[src/rtl/rst_seq.sv]
// Staged reset-release sequencer: holds three active-low resets until PLL lock is stable, then releases them in order.
// Optional lock-timeout flag enabled by defining RSTSEQ_LOCK_TIMEOUT_EN.
module rst_seq #(
  parameter int HOLD_CYCLES  = 1024,
  parameter int STAGE_GAP    = 16
`ifdef RSTSEQ_LOCK_TIMEOUT_EN
  ,
  parameter int LOCK_TIMEOUT = 65536
`endif
) (
  input  logic       i_clk,
  input  logic       i_rst,
  input  logic       i_pll_lock,
  input  logic       i_sw_rst,
  output logic [2:0] o_res_n,
  output logic       o_done,
  output logic       o_lock_err
);

`ifdef RSTSEQ_LOCK_TIMEOUT_EN
  localparam int TO_CYCLES = LOCK_TIMEOUT;
`else
  localparam int TO_CYCLES = 1;
`endif
  localparam int SEQ_MAX = (HOLD_CYCLES > STAGE_GAP) ? HOLD_CYCLES : STAGE_GAP;
  localparam int CNT_MAX = (SEQ_MAX > TO_CYCLES) ? SEQ_MAX : TO_CYCLES;
  localparam int CW      = (CNT_MAX > 1) ? $clog2(CNT_MAX) : 1;

  localparam logic [CW-1:0] HOLD_LAST = CW'(HOLD_CYCLES - 1);
  localparam logic [CW-1:0] GAP_LAST  = CW'(STAGE_GAP - 1);
`ifdef RSTSEQ_LOCK_TIMEOUT_EN
  localparam logic [CW-1:0] TO_LAST   = CW'(LOCK_TIMEOUT - 1);
`endif

  typedef enum logic [2:0] {
    WAIT_LOCK,
    STRETCH,
    GAP1,
    GAP2,
    RUN
  } state_t;

  state_t          state_q, state_d;
  logic [CW-1:0]   cnt_q, cnt_d, cnt_sat;
  logic [2:0]      res_d;
  logic            done_d;
  logic            err_d;
  logic            lock_meta, lock_s;
  logic            abort;

  // NOTE: sequential state uses non-blocking assignments so every flop samples pre-edge values.
  always_ff @(posedge i_clk or posedge i_rst) begin
    if (i_rst) begin
      lock_meta <= 1'b0;
      lock_s    <= 1'b0;
    end else begin
      lock_meta <= i_pll_lock;
      lock_s    <= lock_meta;
    end
  end

  // Saturating increment: the counter must never wrap back to zero.
  assign cnt_sat = (cnt_q == {CW{1'b1}}) ? cnt_q : cnt_q + 1'b1;
  assign abort   = !lock_s || i_sw_rst;

  // NOTE: every always_comb output gets a default first, so no path can infer a latch.
  always_comb begin
    state_d = state_q;
    cnt_d   = cnt_sat;
    res_d   = o_res_n;
    done_d  = o_done;
    err_d   = o_lock_err;

    unique case (state_q)
      WAIT_LOCK: begin
        res_d  = 3'b000;
        done_d = 1'b0;
        cnt_d  = cnt_q;
        if (lock_s) begin
          state_d = STRETCH;
          cnt_d   = '0;
        end
`ifdef RSTSEQ_LOCK_TIMEOUT_EN
        else begin
          cnt_d = cnt_sat;
          if (cnt_q == TO_LAST) err_d = 1'b1;
        end
`endif
      end
      STRETCH: begin
        if (cnt_q == HOLD_LAST) begin
          state_d = GAP1;
          cnt_d   = '0;
          res_d   = 3'b001;
        end
      end
      GAP1: begin
        if (cnt_q == GAP_LAST) begin
          state_d = GAP2;
          cnt_d   = '0;
          res_d   = 3'b011;
        end
      end
      GAP2: begin
        if (cnt_q == GAP_LAST) begin
          state_d = RUN;
          cnt_d   = '0;
          res_d   = 3'b111;
          done_d  = 1'b1;
        end
      end
      RUN: begin
        cnt_d = cnt_q;
      end
      default: begin
        state_d = WAIT_LOCK;
        cnt_d   = '0;
        res_d   = 3'b000;
        done_d  = 1'b0;
      end
    endcase

    // Abort drops every stage together, wherever the sequence has got to.
    if (state_q != WAIT_LOCK && abort) begin
      state_d = WAIT_LOCK;
      cnt_d   = '0;
      res_d   = 3'b000;
      done_d  = 1'b0;
    end
  end

  always_ff @(posedge i_clk or posedge i_rst) begin
    if (i_rst) begin
      state_q    <= WAIT_LOCK;
      cnt_q      <= '0;
      o_res_n    <= 3'b000;
      o_done     <= 1'b0;
      o_lock_err <= 1'b0;
    end else begin
      state_q    <= state_d;
      cnt_q      <= cnt_d;
      o_res_n    <= res_d;
      o_done     <= done_d;
      o_lock_err <= err_d;
    end
  end

endmodule

[config.mk]
export PLATFORM = sky130hd
export DESIGN_NAME = rst_seq
export DESIGN_NICKNAME = d
export VERILOG_FILES = /design/src/rtl/rst_seq.sv
export SDC_FILE = /design/constraint.sdc
export NUM_CORES = 1
export LEC_CHECK = 0
export CORE_MARGIN = 1
export CORE_UTILIZATION = 55
export DETAILED_ROUTE_END_ITERATION = 12
export PLACE_DENSITY = 0.8
export SLEW_MARGIN = 5
export SYNTH_ARGS = -nofsm -noshare
export SYNTH_HDL_FRONTEND = slang
export SYNTH_SLANG_ARGS = --single-unit
[constraint.sdc]
create_clock -name i_clk -period 3.84 [get_ports i_clk]
set_input_delay 0.96 -clock i_clk [delete_from_list [all_inputs] [get_ports i_clk]]
set_output_delay 0.96 -clock i_clk [all_outputs]
set_load 0.02 [all_outputs]
==> run metrics <==
Post-synth EDFFs=0; Worst Setup SP=i_sw_rst; clk buf depth=2; buffers plus inverters on the worst setup path=1; area share of the leading cell type in the synthesized netlist=43.2%; antenna cells=0; Worst Setup Start Kind=input port; Synth Instances=120; largest net degree at the start of global routing=20; outcome=finished, final reports clean; Power Dens Cells=285 mW/mm^2; Num CTS Buffers=3; power share of the sequential group=60.5%; vias in the first global route=816; CP peak stage delay=0.49 ns; Port-buffer cells=7; fmax=415 MHz; leakage=0.529 nW; drt drc=0; first-pass GRT wire length=3620 um; Cell Rows=15; Internal=0.256 mW; Synth-to-Final Area Change=8.98%; clk sink count=19; Clk network pwr share=29.2%; Die H=46.7 um; die width=46.7 um; syn_nets=126; CP max FO=9; H-tree depth=1; Async SR Flop Fraction=100%; initial antenna violation count=0; Finished Layout Cells=151; detailed placement HPWL=1630 um; GP Congestion=0.866; slowest stage cell, crit path=clkdlybuf4s50_1; GRT Util Overall=24.0%; hold buffer count at CTS=0; Syn. warnings=0; CP delay by family, top=simple AND/OR/NAND/NOR gates; Syn Area/Cell=9.18 sq um; fin nets=133; wirelength, routed=2230 um; final number of max-transition violations=0; via count=927; CP cell instances=clkdlybuf4s50_1 -> nand2b_1 -> mux2i_1 -> and2_1 -> a21o_2 -> a32o_1; setup_tns=0 ns; DR pass1 iterations=4; routed vias/inst=6.14; post-synthesis sequential area ratio=43.2%; I/O Pins=9; Post-Place Cells=147; postcts setup bufs=0; mapped cell area=0.00110 sq mm; final setup skew=0.00329 ns; WL/cell=14.8 um; max cap viols=0; clock root buffer=clkbuf_4; core footprint=0.00180 sq mm; CTS tree=built; Final Cycle Share=62.7%; post-route ant nets=0; RSZ-0062 raised after global routing=no; Distinct cells, synth=44; CP required=4.04 ns; Crit. End Element=flip-flop; worst-margin pin slew=0.695 ns; top post-synthesis cells by area=dfrtp_1 (43%), a21oi_1 (6.4%), nor2_1 (3.8%), nand2_1 (3.1%), a32o_1 (2.7%); HP Class=reg2reg; leading area contributor after synthesis=dfrtp_1; DRT iter0 DRCs=28; hold wc startpoint=lock_meta$_DFF_PP0_; Clk Latency, worst-skew pair=0.30 ns; Final Hold Violating Endpoints=0; Switching Fraction=25.2%; Logic pwr share=10.3%; crit path kind=in2reg; starting density of the core=61.1%; switching power=0.0863 mW; Final setup violation count=0; Final min period=2.41 ns; Post-CTS Resized=0; Critical R2R Launch=cnt_q[0]$_DFFE_PP0N_; WP data arrival=2.61 ns; relative slew slack=53.6%; Yosys reg bits=19; clock slew at reported path FFs=0.10 ns; Die Area=0.00218 sq mm; Overflow after GRT=0; top_reg_cell synth=dfrtp_1; layout cell share with drive strength beyond 1=9.52%; VDD IR-drop max=0.228 mV
power by group through the flow:
stage               clock, mW  sequential [mW]  combinational (mW)
global placement            0            0.211              0.0342
finish                 0.0999            0.207              0.0351
global route            0.110            0.208              0.0395
CTS                     0.104            0.207              0.0351
detailed placement          0            0.211              0.0348
floorplan                   0            0.211              0.0259
synth_stat cells (all sizes together), types with 2 or more instances:
| cell | n |
|---|---|
| a21o | 2 |
| a21oi | 14 |
| a31oi | 3 |
| a32o | 4 |
| and2 | 2 |
| and3 | 2 |
| and4 | 2 |
| buf | 2 |
| clkbuf | 3 |
| dfrtp | 19 |
| ha | 2 |
| inv | 5 |
| nand2 | 11 |
| nand2b | 4 |
| nand3 | 4 |
| nor2 | 12 |
| nor3 | 3 |
| o211ai | 2 |
| o21ai | 5 |
| o31ai | 3 |
stage by stage:
step / hold WS [ns] / utilization [%] / power, mW / cell area, sq um / worst slack [ns]
global placement: 0.336 / 65.1 / 0.245 / 1170 / 1.18
global route: 0.376 / 66.6 / 0.357 / 1200 / 1.33
detailed placement: 0.335 / 65.1 / 0.246 / 1170 / 1.13
finish: 0.358 / 66.6 / 0.342 / 1200 / 1.43
floorplan: 0.331 / - / 0.237 / 1100 / 1.65
CTS: 0.361 / 66.6 / 0.346 / 1200 / 1.46
worst register-to-register path: stages, from the launching register on:
cell	delay, ns
dfrtp_1	0.42
ha_1	0.24
and3_1	0.30
nand2_4	0.10
nor2_8	0.12
inv_4	0.07
a32o_2	0.37
a21o_1	0.19
a22o_1	0.17
logic make-up after synthesis:
family,synth area share (%)
buf+inv,4.66
fa+ha+maj,2.27
simple gates,24.1
mux,0.909
compound gates,24.5
flops,43.2
other cells,0.341
cell usage in the layout (no fill, tap or decap), drive strengths merged:
cell,Yosys,final
clkbuf,3,3
nor2b,1,1
o211a,1,1
a32o,4,4
dfrtp,19,19
a2bb2oi,1,1
nand3,4,4
o31ai,3,3
and4,2,2
or2b,1,1
o2bb2ai,1,1
mux2i,1,1
or2,1,1
ha,2,2
clkinv,0,1
inv,5,5
o21ai,5,5
nor4,1,1
a21oi,14,14
nand4,1,1
o32ai,1,1
nand2,11,11
nand2b,4,4
a41oi,1,1
a31oi,3,3
nor3,3,3
a21o,2,2
o211ai,2,2
nor2,12,12
conb,1,1
nor4b,1,1
and2,2,2
clkdlybuf4s50,0,7
o21bai,1,1
nor3b,1,1
a22o,1,1
and3,2,2
state kept, by name, summed over array words and instances, names as in the netlist:
signal and count:
cnt_q 10, o_res_n 3, state_q 3, lock_meta 1, lock_s 1, o_done 1
worst paths after layout:
kind,to,slack (ns),depth (start not counted)
max,cnt_q[1]$_DFFE_PP0N_,1.43,6
min,lock_s$_DFF_PP0_,0.36,0
max reg2reg,cnt_q[5]$_DFFE_PP0N_,1.77,8
min reg2reg,lock_s$_DFF_PP0_,0.36,0
max in group asynchronous,cnt_q[6]$_DFFE_PP0N_,2.35,2
min in group asynchronous,o_res_n[0]$_DFFE_PP0P_,1.05,2
layout make-up:
type,count,area [sq um]
inverter,5,21.3
multi-input combinational,91,574
clock buffer,3,22.5
sequential,19,475
tap,25,31.3
clock inverter,1,5.00
fill,134,602
timing repair buffer,7,70.1
metal layers:
layer  wire, um  vias up  GRT usage (%)
li1           -      452              -
met1       1010      444           33.3
met2       1090       29           37.8
met3        124        2           8.08
met4          8        0           3.43
met5          0        -              0
(Power assumes the default switching activity.)
